### src/rtl/gcd_pkg.sv
// Shared types for the GCD job sequencer: data width default, FSM state encoding, job record.
package gcd_pkg;

  localparam int GCD_DATA_W = 8;

  typedef enum logic [2:0] {
    ST_IDLE   = 3'd0,
    ST_LOAD   = 3'd1,
    ST_START  = 3'd2,
    ST_WAIT   = 3'd3,
    ST_RESULT = 3'd4,
    ST_ACK    = 3'd5
  } gcd_state_t;

  typedef struct packed {
    logic [GCD_DATA_W-1:0] a;
    logic [GCD_DATA_W-1:0] b;
  } gcd_job_t;

endpackage

### src/rtl/gcd_job_sequencer_if.sv
// Job, core and result channels of gcd_job_sequencer.
// Res_Timeout exists only when GCD_SEQ_TIMEOUT_EN is defined.
interface gcd_job_sequencer_if #(
  parameter int DATA_W = gcd_pkg::GCD_DATA_W
);
  import gcd_pkg::*;

  // valid/ready: a transfer happens on a rising Clk edge where valid, ready and SCEN
  // are all high; the producer holds valid and its payload steady until then.
  logic              In_Valid;
  logic              In_Ready;
  logic [DATA_W-1:0] In_A;
  logic [DATA_W-1:0] In_B;

  logic              Start;
  logic              Ack;
  logic [DATA_W-1:0] Ain;
  logic [DATA_W-1:0] Bin;
  logic              q_I;
  logic              q_Done;
  logic [DATA_W-1:0] AB_GCD;

  logic              Res_Valid;
  logic              Res_Ready;
  logic [DATA_W-1:0] Res_A;
  logic [DATA_W-1:0] Res_B;
  logic [DATA_W-1:0] Res_GCD;
  logic              Res_Zero;
`ifdef GCD_SEQ_TIMEOUT_EN
  logic              Res_Timeout;
`endif
  logic [7:0]        Job_Count;
  gcd_state_t        dbg_state;

  modport master (
    input  In_Valid, In_A, In_B, q_I, q_Done, AB_GCD, Res_Ready,
    output In_Ready, Start, Ack, Ain, Bin, Res_Valid, Res_A, Res_B, Res_GCD, Res_Zero,
`ifdef GCD_SEQ_TIMEOUT_EN
    Res_Timeout,
`endif
    Job_Count, dbg_state
  );

  modport slave (
    output In_Valid, In_A, In_B, q_I, q_Done, AB_GCD, Res_Ready,
    input  In_Ready, Start, Ack, Ain, Bin, Res_Valid, Res_A, Res_B, Res_GCD, Res_Zero,
`ifdef GCD_SEQ_TIMEOUT_EN
    Res_Timeout,
`endif
    Job_Count, dbg_state
  );

endinterface

### src/rtl/gcd_job_fifo.sv
// Job FIFO for the GCD sequencer: DEPTH entries of WIDTH bits, extra pointer bit for full/empty.
module gcd_job_fifo #(
  parameter int WIDTH = 16,
  parameter int DEPTH = 4
) (
  input  logic             clk,
  input  logic             rst_n,
  input  logic             en,
  input  logic             push,
  input  logic             pop,
  input  logic [WIDTH-1:0] din,
  output logic [WIDTH-1:0] dout,
  output logic             full,
  output logic             empty
);
  localparam int AW = $clog2(DEPTH);

  logic [WIDTH-1:0] mem [DEPTH];
  logic [AW:0]      wr_ptr;
  logic [AW:0]      rd_ptr;
  logic             do_push;
  logic             do_pop;

  assign do_push = en && push && !full;
  assign do_pop  = en && pop && !empty;

  // Flags derive only from registered pointers, so a pop never makes room in the same cycle.
  assign empty = (wr_ptr == rd_ptr);
  assign full  = (wr_ptr[AW] != rd_ptr[AW]) && (wr_ptr[AW-1:0] == rd_ptr[AW-1:0]);
  assign dout  = mem[rd_ptr[AW-1:0]];

  always_ff @(posedge clk or negedge rst_n) begin
    if (!rst_n) begin
      wr_ptr <= '0;
      rd_ptr <= '0;
    end else begin
      if (do_push) wr_ptr <= wr_ptr + 1'b1;
      if (do_pop)  rd_ptr <= rd_ptr + 1'b1;
    end
  end

  always_ff @(posedge clk) begin
    if (do_push) mem[wr_ptr[AW-1:0]] <= din;
  end

endmodule

### src/rtl/gcd_job_sequencer.sv
// Feeds buffered (A,B) jobs to the GCD core over Start/Ack/q_Done and collects results.
// Optional watchdog in WAIT with Res_Timeout output: define GCD_SEQ_TIMEOUT_EN.
module gcd_job_sequencer
  import gcd_pkg::*;
#(
  parameter int DATA_W      = GCD_DATA_W,
  parameter int DEPTH       = 4,
  parameter int TIMEOUT_CYC = 1023
) (
  input  logic                Clk,
  input  logic                Reset_n,
  input  logic                SCEN,
  gcd_job_sequencer_if.master bus
);

  if (DEPTH < 2 || (DEPTH & (DEPTH - 1)) != 0 || TIMEOUT_CYC < 1) begin : g_cfg_check
    $error("gcd_job_sequencer: DEPTH must be a power of two >= 2, TIMEOUT_CYC >= 1");
  end

  gcd_state_t          state;
  logic                start_q;
  logic                ack_q;
  logic                res_valid_q;
  logic                res_zero_q;
  logic [DATA_W-1:0]   ain_q;
  logic [DATA_W-1:0]   bin_q;
  logic [DATA_W-1:0]   res_a_q;
  logic [DATA_W-1:0]   res_b_q;
  logic [DATA_W-1:0]   res_gcd_q;
  logic [7:0]          job_count_q;
  logic [2*DATA_W-1:0] fifo_dout;
  logic                fifo_full;
  logic                fifo_empty;
  logic                push;
  logic                pop;
  logic [DATA_W-1:0]   head_a;
  logic [DATA_W-1:0]   head_b;

`ifdef GCD_SEQ_TIMEOUT_EN
  localparam int WD_W = $clog2(TIMEOUT_CYC + 1);
  logic [WD_W-1:0] wdog;
  logic            res_timeout_q;
  assign bus.Res_Timeout = res_timeout_q;
`endif

  assign push   = bus.In_Valid && !fifo_full;
  assign pop    = (state == ST_IDLE) && !fifo_empty;
  assign head_a = fifo_dout[2*DATA_W-1:DATA_W];
  assign head_b = fifo_dout[DATA_W-1:0];

  gcd_job_fifo #(
    .WIDTH (2 * DATA_W),
    .DEPTH (DEPTH)
  ) u_fifo (
    .clk   (Clk),
    .rst_n (Reset_n),
    .en    (SCEN),
    .push  (push),
    .pop   (pop),
    .din   ({bus.In_A, bus.In_B}),
    .dout  (fifo_dout),
    .full  (fifo_full),
    .empty (fifo_empty)
  );

  always_ff @(posedge Clk or negedge Reset_n) begin
    if (!Reset_n) begin
      state       <= ST_IDLE;
      start_q     <= 1'b0;
      ack_q       <= 1'b0;
      ain_q       <= '0;
      bin_q       <= '0;
      res_valid_q <= 1'b0;
      res_a_q     <= '0;
      res_b_q     <= '0;
      res_gcd_q   <= '0;
      res_zero_q  <= 1'b0;
      job_count_q <= '0;
`ifdef GCD_SEQ_TIMEOUT_EN
      wdog          <= '0;
      res_timeout_q <= 1'b0;
`endif
    end else if (SCEN) begin
      case (state)
        ST_IDLE: begin
          if (!fifo_empty) begin
            ain_q   <= head_a;
            bin_q   <= head_b;
            res_a_q <= head_a;
            res_b_q <= head_b;
            // A zero operand never reaches the core; report it directly.
            if (head_a == '0 || head_b == '0) begin
              res_gcd_q   <= '0;
              res_zero_q  <= 1'b1;
              res_valid_q <= 1'b1;
`ifdef GCD_SEQ_TIMEOUT_EN
              res_timeout_q <= 1'b0;
`endif
              state <= ST_RESULT;
            end else begin
              state <= ST_LOAD;
            end
          end
        end
        ST_LOAD: begin
          if (bus.q_I) begin
            start_q <= 1'b1;
            state   <= ST_START;
          end
        end
        ST_START: begin
          start_q <= 1'b0;
`ifdef GCD_SEQ_TIMEOUT_EN
          wdog    <= '0;
`endif
          state   <= ST_WAIT;
        end
        ST_WAIT: begin
          if (bus.q_Done) begin
            res_gcd_q   <= bus.AB_GCD;
            res_zero_q  <= 1'b0;
            res_valid_q <= 1'b1;
`ifdef GCD_SEQ_TIMEOUT_EN
            res_timeout_q <= 1'b0;
`endif
            state <= ST_RESULT;
          end
`ifdef GCD_SEQ_TIMEOUT_EN
          else if (wdog == WD_W'(TIMEOUT_CYC - 1)) begin
            res_gcd_q     <= '0;
            res_zero_q    <= 1'b0;
            res_valid_q   <= 1'b1;
            res_timeout_q <= 1'b1;
            state         <= ST_RESULT;
          end else begin
            wdog <= wdog + 1'b1;
          end
`endif
        end
        ST_RESULT: begin
          if (bus.Res_Ready) begin
            res_valid_q <= 1'b0;
            job_count_q <= job_count_q + 8'd1;
            if (res_zero_q) begin
              state <= ST_IDLE;
            end else begin
              ack_q <= 1'b1;
              state <= ST_ACK;
            end
          end
        end
        ST_ACK: begin
          ack_q <= 1'b0;
          state <= ST_IDLE;
        end
        default: state <= ST_IDLE;
      endcase
    end
  end

  assign bus.In_Ready  = !fifo_full;
  assign bus.Start     = start_q;
  assign bus.Ack       = ack_q;
  assign bus.Ain       = ain_q;
  assign bus.Bin       = bin_q;
  assign bus.Res_Valid = res_valid_q;
  assign bus.Res_A     = res_a_q;
  assign bus.Res_B     = res_b_q;
  assign bus.Res_GCD   = res_gcd_q;
  assign bus.Res_Zero  = res_zero_q;
  assign bus.Job_Count = job_count_q;
  assign bus.dbg_state = state;

endmodule

### src/flat_wrapper.sv
// flat-port wrapper written by rule: the top's interface ports become plain ports
module gcd_job_sequencer_flat import gcd_pkg::*;
#(
  parameter int DATA_W      = GCD_DATA_W,
  parameter int DEPTH       = 4,
  parameter int TIMEOUT_CYC = 1023
)
  (Clk, Reset_n, SCEN, bus_In_Valid, bus_In_A, bus_In_B, bus_q_I, bus_q_Done, bus_AB_GCD, bus_Res_Ready, bus_In_Ready, bus_Start, bus_Ack, bus_Ain, bus_Bin, bus_Res_Valid, bus_Res_A, bus_Res_B, bus_Res_GCD, bus_Res_Zero, bus_Job_Count, bus_dbg_state);
  gcd_job_sequencer_if #(.DATA_W(DATA_W)) bus_i ();
  input  logic Clk;
  input  logic Reset_n;
  input  logic SCEN;
  input wire logic [$bits(bus_i.In_Valid)-1:0] bus_In_Valid;
  input wire logic [$bits(bus_i.In_A)-1:0] bus_In_A;
  input wire logic [$bits(bus_i.In_B)-1:0] bus_In_B;
  input wire logic [$bits(bus_i.q_I)-1:0] bus_q_I;
  input wire logic [$bits(bus_i.q_Done)-1:0] bus_q_Done;
  input wire logic [$bits(bus_i.AB_GCD)-1:0] bus_AB_GCD;
  input wire logic [$bits(bus_i.Res_Ready)-1:0] bus_Res_Ready;
  output wire logic [$bits(bus_i.In_Ready)-1:0] bus_In_Ready;
  output wire logic [$bits(bus_i.Start)-1:0] bus_Start;
  output wire logic [$bits(bus_i.Ack)-1:0] bus_Ack;
  output wire logic [$bits(bus_i.Ain)-1:0] bus_Ain;
  output wire logic [$bits(bus_i.Bin)-1:0] bus_Bin;
  output wire logic [$bits(bus_i.Res_Valid)-1:0] bus_Res_Valid;
  output wire logic [$bits(bus_i.Res_A)-1:0] bus_Res_A;
  output wire logic [$bits(bus_i.Res_B)-1:0] bus_Res_B;
  output wire logic [$bits(bus_i.Res_GCD)-1:0] bus_Res_GCD;
  output wire logic [$bits(bus_i.Res_Zero)-1:0] bus_Res_Zero;
  output wire logic [$bits(bus_i.Job_Count)-1:0] bus_Job_Count;
  output wire logic [$bits(bus_i.dbg_state)-1:0] bus_dbg_state;
  assign bus_i.In_Valid = bus_In_Valid;
  assign bus_i.In_A = bus_In_A;
  assign bus_i.In_B = bus_In_B;
  assign bus_i.q_I = bus_q_I;
  assign bus_i.q_Done = bus_q_Done;
  assign bus_i.AB_GCD = bus_AB_GCD;
  assign bus_i.Res_Ready = bus_Res_Ready;
  assign bus_In_Ready = bus_i.In_Ready;
  assign bus_Start = bus_i.Start;
  assign bus_Ack = bus_i.Ack;
  assign bus_Ain = bus_i.Ain;
  assign bus_Bin = bus_i.Bin;
  assign bus_Res_Valid = bus_i.Res_Valid;
  assign bus_Res_A = bus_i.Res_A;
  assign bus_Res_B = bus_i.Res_B;
  assign bus_Res_GCD = bus_i.Res_GCD;
  assign bus_Res_Zero = bus_i.Res_Zero;
  assign bus_Job_Count = bus_i.Job_Count;
  assign bus_dbg_state = bus_i.dbg_state;
  gcd_job_sequencer #(.DATA_W(DATA_W), .DEPTH(DEPTH), .TIMEOUT_CYC(TIMEOUT_CYC)) u_core (.Clk(Clk), .Reset_n(Reset_n), .SCEN(SCEN), .bus(bus_i));
endmodule
### config.mk
export PLATFORM = sky130hd
export DESIGN_NAME = gcd_job_sequencer_flat
export DESIGN_NICKNAME = d
export VERILOG_FILES = /design/src/rtl/gcd_pkg.sv /design/src/rtl/gcd_job_sequencer_if.sv /design/src/rtl/gcd_job_fifo.sv /design/src/rtl/gcd_job_sequencer.sv /design/src/flat_wrapper.sv
export SDC_FILE = /design/constraint.sdc
export NUM_CORES = 1
export LEC_CHECK = 0
export CAP_MARGIN = 30
export CORE_MARGIN = 1.5
export CORE_UTILIZATION = 40
export CTS_CLUSTER_DIAMETER = 200
export DETAILED_ROUTE_END_ITERATION = 10
export SKIP_CTS_REPAIR_TIMING = 1
export SLEW_MARGIN = 10
export SYNTH_ARGS = -nofsm -noshare
export SYNTH_HDL_FRONTEND = slang
export SYNTH_HIERARCHICAL = 1
export SYNTH_SLANG_ARGS = --single-unit
### constraint.sdc
create_clock -name Clk -period 3.5 [get_ports Clk]
set_input_delay 0.525 -clock Clk [delete_from_list [all_inputs] [get_ports Clk]]
set_output_delay 0.525 -clock Clk [all_outputs]
set_load 0.02 [all_outputs]
### Yosys cells after proc, flatten, opt, wreduce, memory -nomap -nowiden

Memory sizes are Yosys's and may differ from the RTL's.
Index checks and enable logic that the tools add are counted.

* reductions and logical operators: 24
* muxes and demuxes: 25
* equality and inequality tests: 14
* $add $sub $neg: 3
* bitwise logic cells: 1

Operator list (count)
* 8-bit 2-to-1 mux: 3
* 3-bit 2-to-1 mux: 6
* 8-bit logical NOT: 2
* 8-bit case mux with 2 select lines: 1
* 3-bit case mux with 5 select lines: 1
* 2-bit inequality test (second input constant): 6
* 1-bit 2-to-1 mux: 10
* 5-bit AND reduction: 2
* 3-bit AND reduction: 3
* 8-bit by 1-bit adder with 8-bit output (second input constant): 1
* 1-bit logical AND: 7
* 3-bit by 1-bit adder with 3-bit output (second input constant): 2
* 3-bit by 2-bit equality test with 1-bit output (second input constant): 2
* 3-bit equality test (second input constant): 2
* 1-bit case mux with 2 select lines: 3
* 6-bit AND reduction: 1
* 2-bit nonzero test: 3
* 4-bit AND reduction: 1
* 3-bit by 1-bit equality test with 1-bit output (second input constant): 1
* 3-bit equality test: 1
* 3-bit logical NOT: 1
* 1-bit case mux with 3 select lines: 1
* 3-bit nonzero test: 1
* 2-bit equality test: 1
* 4 further kinds: 5

* bits in registers: 45
* memories: 1
* input port bits: 31
* output and inout port bits: 56
* RAM bits: 64

Memory list
* u_core.u_fifo.mem: words 4, width 16, rd ports 1, clocked after memory_dff 0, write ports 1, RTL line gcd_job_fifo.sv:18 `logic [WIDTH-1:0] mem [DEPTH];`

### Logic depth before layout (Yosys ltp)

* depth after elaboration: 8
* depth in mapped cells: 9

### Hierarchy

The synthesis kept the hierarchy.

By module, submodules not included
* gcd_job_fifo: cells each 126, instances 1, area each 2796.4 um^2
* gcd_job_sequencer: cells each 170, instances 1, area each 1954.4 um^2

### Least setup slack after synthesis

No wires, ideal clock.

* kind: flip-flop to flip-flop
* from: register u_core.u_fifo.rd_ptr[1]
* to: memory u_core.u_fifo.mem[3][0] (enable)
* required time: 3.101 ns
* arrival: 2.014 ns
* clock period less this slack: 2.413 ns
* stages on the path, launching flop included: 8
* slack: 1.087 ns
* cell sequence: dfrtp_1 > buf_4 > xnor2_4 > nand3_1 > inv_1 > nor2b_1 > nand3_1 > a31oi_1

* longest elaborated chain between the ends: 8

Ends and longest elaborated chain
* start: declaration: RTL line gcd_job_fifo.sv:20 `logic [AW:0] rd_ptr;`
* start signal: assignment: RTL line gcd_job_fifo.sv:38 `if (do_pop) rd_ptr <= rd_ptr + 1'b1;`
* 2-bit equality test: RTL line gcd_job_fifo.sv:29 `assign full = (wr_ptr[AW] != rd_ptr[AW]) && (wr_ptr[AW-1:0] == rd_ptr[AW-1:0]);`
* 1-bit logical AND: RTL line gcd_job_fifo.sv:29
* via u_core.fifo_full: RTL line gcd_job_sequencer.sv:32 `logic fifo_full;`
* 1-bit logical NOT: RTL line gcd_job_sequencer.sv:46 `assign push = bus.In_Valid && !fifo_full;`
* 1-bit logical AND: RTL line gcd_job_sequencer.sv:46
* via u_core.push: RTL line gcd_job_sequencer.sv:34 `logic push;`
* 1-bit logical AND (2 in series): RTL line gcd_job_fifo.sv:24 `assign do_push = en && push && !full;`
* 1-bit 2-to-1 mux: RTL line gcd_job_fifo.sv:43 `if (do_push) mem[wr_ptr[AW-1:0]] <= din;`
* 1-bit 2-to-1 mux (not written as such): RTL line gcd_job_fifo.sv:43
* end: declaration: RTL line gcd_job_fifo.sv:18

The timed path passes the listed nets, and every way through them passes these cells.

### Final worst setup path

* from: register u_core.u_fifo.rd_ptr[1]
* to: output port bus_In_Ready

* longest elaborated chain between the ends: 3

Ends and longest elaborated chain
* 2-bit equality test: RTL line gcd_job_fifo.sv:29
* 1-bit logical AND: RTL line gcd_job_fifo.sv:29
* via u_core.fifo_full: RTL line gcd_job_sequencer.sv:32
* 1-bit logical NOT: RTL line gcd_job_sequencer.sv:161 `assign bus.In_Ready = !fifo_full;`
* end: declaration: RTL line flat_wrapper.sv:20 `output wire logic [$bits(bus_i.In_Ready)-1:0] bus_In_Ready;`

The timed path passes the listed nets, and every way through them passes these cells.

==> summary.md <==
| Metric | Value |
|---|---|
| Synth top area share | 0.405 |
| Die W | 112 microns |
| Vias per cell | 5.17 |
| Pins Over Slew Limit | 0 |
| Failing checks | DRC |
| Power Dens Cells | 915 nW/um^2 |
| Internal power | 3530 uW |
| P_sw | 1950 uW |
| Hold Path Class | input port to async pin |
| I/O pin total | 87 |
| Leading area contributor after synthesis | edfxtp_1 |
| CP max FO | 13 |
| Most numerous cell in the Yosys netlist | edfxtp_1 |
| Post-synth top cells | edfxtp_1, dfrtp_1, buf_4, mux4_2, nand2_1 |
| Die height | 112 microns |
| WL per Instance | 17.3 microns |
| Share of synthesized flip-flops with an asynchronous set or reset | 0.413 |
| Crit Path Class | register to output port |
| Starting density of the core | 0.413 |
| Synthesized flop and latch total | 109 |
| Clock transition at path regs | 0.07 ns |
| Vias | 2693 |
| Synth cell types | 47 |
| Cells along the critical path | buf_16, xnor2_4, nand3_1, inv_1, inv_1, clkdlybuf4s50_1 |
| Max_slew headroom | 0.553 |
| Worst-Margin Slew | 0.668 ns |
| Post-synth net total | 333 |
| DP HPWL | 6100 microns |
| WP data required | 2.97 ns |
| Max-cap violations | 0 |
| Layout cells sized above 1 | 0.177 |
| Core Box Area | 11500 sq um |
| Final WS setup | 0.814 ns |
| 1st-iter DRT viols | 168 |
| Setup tns final | 0 ns |
| Switching Share | 0.356 |
| Total Power | 5480 uW |
| Dominant cells by area after synthesis | edfxtp_1, dfrtp_1, mux4_2, mux2_4, buf_4 |
| DR pass1 iterations | 9 |
| Peak VDD IR | 0.380 mV |
| Status | finished with violations |
| R2R Setup Slk | 0.95 ns |
| ANT cells | 0 |
| DRC Markers | 12 |
| Rows | 39 |
| Power share of the clock group | 0.189 |
| Clk_skew | 0.00812 ns |
| Clock tree from TritonCTS | done |
| Startpoint types | register |
| Num CTS Buffers | 9 |
| Max clock buf depth | 2 |
| Sequential area share after synthesis | 0.642 |
| Clock sinks | 109 |
| Worst-Skew Late Latency | 0.34 ns |
| Final hold violations | 0 |
| Syn avg cell area | 16.1 sq um |
| GRT Total Usage | 0.150 |
| Crit path DAT | 2.16 ns |
| First-pass GRT wire length | 14400 microns |
| Post-Syn Area | 4750 sq um |
| Logic pwr share | 0.445 |
| Slowest stage cell, crit path | clkdlybuf4s50_1 |
| Top cell by count, worst path | inv_1 |
| Layout area overhead | 26.1% |
| Critical Path End Type | output port |
| Tcrit/Tclk final | 0.767 |
| Initial antenna violation count | 0 |
| Routability cong. | 0.734 |
| Sequential power share | 0.366 |
| Vias in the first global route | 2743 |
| Largest stage delay, worst path | 0.53 ns |
| Max Clock Freq | 372 MHz |
| Antenna-violating nets left | 0 |
| CTS root buffer | clkbuf_16 |
| H-tree Lvls | 3 |
| Post-synth EDFFs | 64 |
| Dpl ws | 0.783 ns |
| Syn Inst Count | 296 |
| # nets final | 410 |
| # setup viols final | 0 |
| Port bufs | 86 |
| Main synth FF type | edfxtp_1 |
| Largest net degree at the start of global routing | 24 |
| Gr ovfl total | 0 |
| Yosys warning count | 6 |
| Lkg Pwr | 0.00229 uW |
| RSZ-0062 raised after global routing | no |
| Die area | 12500 sq um |
| Total wire length | 9040 microns |
| Tmin final | 2.69 ns |
## area by class of cell
type / instances / area, sq um
Inverter: 6 / 22.5
Fill cell: 952 / 5530
Clock buffer: 10 / 229
Multi-Input combinational cell: 153 / 1490
Timing Repair Buffer: 94 / 948
Sequential cell: 109 / 3050
Clock inverter: 6 / 75.1
Tap cell: 143 / 179
## worst max-delay path: cells and delay by family (launching register included)
family / cells / cell delay [ns]
and+or+nand+nor: 1 / 0.11
DFF: 1 / 0.52
buffers and inverters: 4 / 0.90
xor gates and xnor gates: 1 / 0.30
## final timing paths
kind,from,end,depth (start not counted)
max,u_core/u_fifo/rd_ptr[1]$_DFFE_PN0P_,bus_In_Ready,6
min,Reset_n,u_core/bus.Job_Count[7]$_DFFE_PN0P_,1
max reg2reg,u_core/u_fifo/rd_ptr[0]$_DFFE_PN0P_,u_core/bus.dbg_state[0]$_DFFE_PN0P_,6
min reg2reg,u_core/bus.Job_Count[7]$_DFFE_PN0P_,u_core/bus.Job_Count[7]$_DFFE_PN0P_,1
max in group asynchronous,Reset_n,u_core/bus.Res_B[4]$_DFFE_PN0P_,2
min in group Clk,u_core/bus.Job_Count[7]$_DFFE_PN0P_,u_core/bus.Job_Count[7]$_DFFE_PN0P_,1
## routing by layer
metal,routed length (microns),part of all wire,vias to the layer above,track usage
met1,4320,0.48,1353,0.218
met4,80,0.0089,0,0.0329
li1,-,-,1249,-
met3,517,0.057,8,0.0354
met2,4120,0.46,83,0.231
met5,0,0,-,0
## through the flow
step	instance area, sq um	cells	util	hold WS (ns)
global route	5990	521	0.520	0.201
floorplan	4750	296	-	0.229
global placement	5640	503	0.490	0.464
detailed placement	5660	504	0.491	0.471
finish	5990	521	0.520	0.167
CTS	5960	520	0.518	0.182
## power by group through the flow
stage	Combinational [uW]	Clock (uW)	Sequential [uW]
final	2440	1030	2010
after global routing	2620	1120	2060
after CTS	2400	1060	2040
after detailed placement	2390	0	2070
after global placement	2370	0	2060
after floorplan	1520	0	2160
## sequential cells by signal, summed over array words and instances, names as in the netlist
signal,count
u_core/u_fifo/mem,64
u_core/bus.Res_B,8
u_core/u_fifo/wr_ptr,3
u_core/bus.Ack,1
u_core/bus.Res_Valid,1
u_core/bus.dbg_state,3
u_core/u_fifo/rd_ptr,3
u_core/bus.Res_GCD,8
u_core/bus.Job_Count,8
u_core/bus.Res_Zero,1
u_core/bus.Res_A,8
u_core/bus.Start,1
## cell usage in the layout (no fill, tap or decap), types with 7 or more instances in the layout
cell type and n:
a21o_1 8, a22o_1 8, clkbuf_16 9, clkdlybuf4s50_1 85
dfrtp_1 45, edfxtp_1 64, mux2_4 11, mux4_2 16
nand2_1 16, nor2_1 10, o21ai_0 7, xnor2_1 9
## kinds of logic (layout without fill, tap and decap cells)
kind of cell	count (synthesis)	after routing	synth area share
buffers and inverters	34	116	0.0466
AND/OR/NAND/NOR	63	63	0.0727
AO/OA/AOI/OAI	36	36	0.0606
flip-flops	109	109	0.642
XOR/XNOR	13	13	0.0334
adder cells (fa/ha/maj)	6	6	0.0158
multiplexers	35	35	0.129
No activity file was read; power rests on OpenSTA's default activity.
==> RTL change, RTL diff (same settings) <==
`DEPTH` is set to 4 in 3 places; all go to 8.
--- a/src/rtl/gcd_job_fifo.sv
+++ b/src/rtl/gcd_job_fifo.sv
@@ -1,7 +1,7 @@
 // Job FIFO for the GCD sequencer: DEPTH entries of WIDTH bits, extra pointer bit for full/empty.
 module gcd_job_fifo #(
   parameter int WIDTH = 16,
-  parameter int DEPTH = 4
+  parameter int DEPTH = 8
 ) (
   input  logic             clk,
   input  logic             rst_n,
--- a/src/rtl/gcd_job_sequencer.sv
+++ b/src/rtl/gcd_job_sequencer.sv
@@ -4,7 +4,7 @@
   import gcd_pkg::*;
 #(
   parameter int DATA_W      = GCD_DATA_W,
-  parameter int DEPTH       = 4,
+  parameter int DEPTH       = 8,
   parameter int TIMEOUT_CYC = 1023
 ) (
   input  logic                Clk,
--- a/src/flat_wrapper.sv
+++ b/src/flat_wrapper.sv
@@ -2,7 +2,7 @@
 module gcd_job_sequencer_flat import gcd_pkg::*;
 #(
   parameter int DATA_W      = GCD_DATA_W,
-  parameter int DEPTH       = 4,
+  parameter int DEPTH       = 8,
   parameter int TIMEOUT_CYC = 1023
 )
   (Clk, Reset_n, SCEN, bus_In_Valid, bus_In_A, bus_In_B, bus_q_I, bus_q_Done, bus_AB_GCD, bus_Res_Ready, bus_In_Ready, bus_Start, bus_Ack, bus_Ain, bus_Bin, bus_Res_Valid, bus_Res_A, bus_Res_B, bus_Res_GCD, bus_Res_Zero, bus_Job_Count, bus_dbg_state);
Formal check against the unedited RTL: not equivalent (a bounded check fails within 10 cycles, from zero or initial values and one cycle with Reset_n low).
==> RTL change against the unedited design <==
Power is 39% higher. Synthesized cell count grew 38%. Core utilization decreased by 2.5 points. Sequential cell count is 66 higher. Routed wire length grew 64%. Worst setup slack worse by 0.64 ns. Cell area up 49%. Area after synthesis rose by 55%. Highest routed layer unchanged.
==> RTL change: results (changes against the unedited design) <==
Route
  • 1st-iter DRT viols: 247 (was 168)
  • Post-Route WL: 14.8 mm (was 9.04 mm)
  • Routed len/inst: 20.2 um (was 17.3 um)
  • Vias per cell: 5.33 (was 5.17)
  • DRT Pass-1 Iters: 4 (was 9)
  • WL met1: 6.64 mm (was 4.32 mm)

Timing
  • Actual slew at the worst max-slew pin: 0.654 ns (was 0.668 ns)
  • Tcrit/Tclk final: 95.1% (was 76.7%)

Status
  • Status: finished clean (was complete, but fails checks)

Critical path
  • Reg2Reg Depth: 10 (was 6)
  • Crit path DAT: 2.80 ns (was 2.16 ns)
  • CP Max Fanout: 20 (was 13)
  • Reg2reg end: u_core/u_fifo/mem[6][3]$_DFFE_PP_ (was u_core/bus.dbg_state[0]$_DFFE_PN0P_)
  • Slowest stage cell, crit path: dfrtp_4 (was clkdlybuf4s50_1)
  • Crit path from: u_core/u_fifo/rd_ptr[0]$_DFFE_PN0P_ (was u_core/u_fifo/rd_ptr[1]$_DFFE_PN0P_)

Power and ir drop
  • Peak VDD IR: 455 uV (was 380 uV)
  • Sw frac: 32.7% (was 35.6%)

Final layout
  • Final net count: 525 (was 410)
  • # fillers: 1,499 (was 952)

Global routing
  • Global-route usage over all layers: 15.9% (was 15.0%)
  • Largest net degree at the start of global routing: 27 (was 24)
  • Met3 GRT Util: 4.01% (was 3.54%)
  • Met2 usage: 26.4% (was 23.1%)
  • First-pass GRT wire length: 22.8 mm (was 14.4 mm)

Synthesis
  • Synth Area in Adders: 0.510% (was 1.58%)
  • Post-Synth XOR/XNOR Area: 2.02% (was 3.34%)
  • Top cells by count, synth: edfxtp_1 (128), dfrtp_1 (47), mux2_2 (25) (was edfxtp_1 (64), dfrtp_1 (45), buf_4 (19))
  • Synth unique cells: 50 (was 47)
  • Post-synth EDFFs: 128 (was 64)
  • Async SR Flop Fraction: 26.9% (was 41.3%)
  • Sequential area share after synthesis: 68.2% (was 64.2%)
  • Most area-consuming cells after synthesis: edfxtp_1 (52%), dfrtp_1 (16%), mux4_1 (5.7%), mux4_2 (4.9%), mux2_2 (3.8%) (was edfxtp_1 (40%), dfrtp_1 (24%), mux4_2 (7.6%), mux2_4 (3.5%), buf_4 (3.0%))
  • Syn Nets: 441 (was 333)
  • Syn avg cell area: 18.1 um2 (was 16.1 um2)

Placement
  • Pre-CTS setup slack: 0.313 ns (was 0.783 ns)
  • Placed cells: 701 (was 504)
  • Placed Area: 0.00837 mm2 (was 0.00566 mm2)
  • Detail Placement HPWL: 9.46 mm (was 6.10 mm)

Clock tree
  • H-Tree Level Count: 4 (was 3)
## RTL change: changes by cell type after synthesis, moves of 3 or more
cell and change:
edfxtp_1 +64, o21ai_0 -3, nand2_1 -3, and3_1 -3
buf_6 +4, xor2_1 +4, mux2_2 +19, xnor2_1 +3
nand3_1 +3, and2_1 -4, ha_1 -3, buf_2 +3
mux4_1 +16
## RTL change: power by group through the flow
stage	sequential, W	combinational, W	clock [W]
after floorplan	0.00303	0.00197	0
after global placement	0.00305	0.00280	0
after detailed placement	0.00307	0.00282	0
after CTS	0.00303	0.00284	0.00181
after global routing	0.00308	0.00300	0.00189
final	0.00302	0.00281	0.00178
## RTL change: cell type report
class / count / area, um2 / area share, %
repair buffers: 102 / 976 / 10.9
flip-flops and latches: 175 / 5020 / 56.3
inverters: 5 / 18.8 / 0.210
clock inverters: 11 / 118 / 1.32
clock buffers: 19 / 433 / 4.85
multi-input cells: 190 / 2070 / 23.2
well taps: 229 / 287 / 3.21
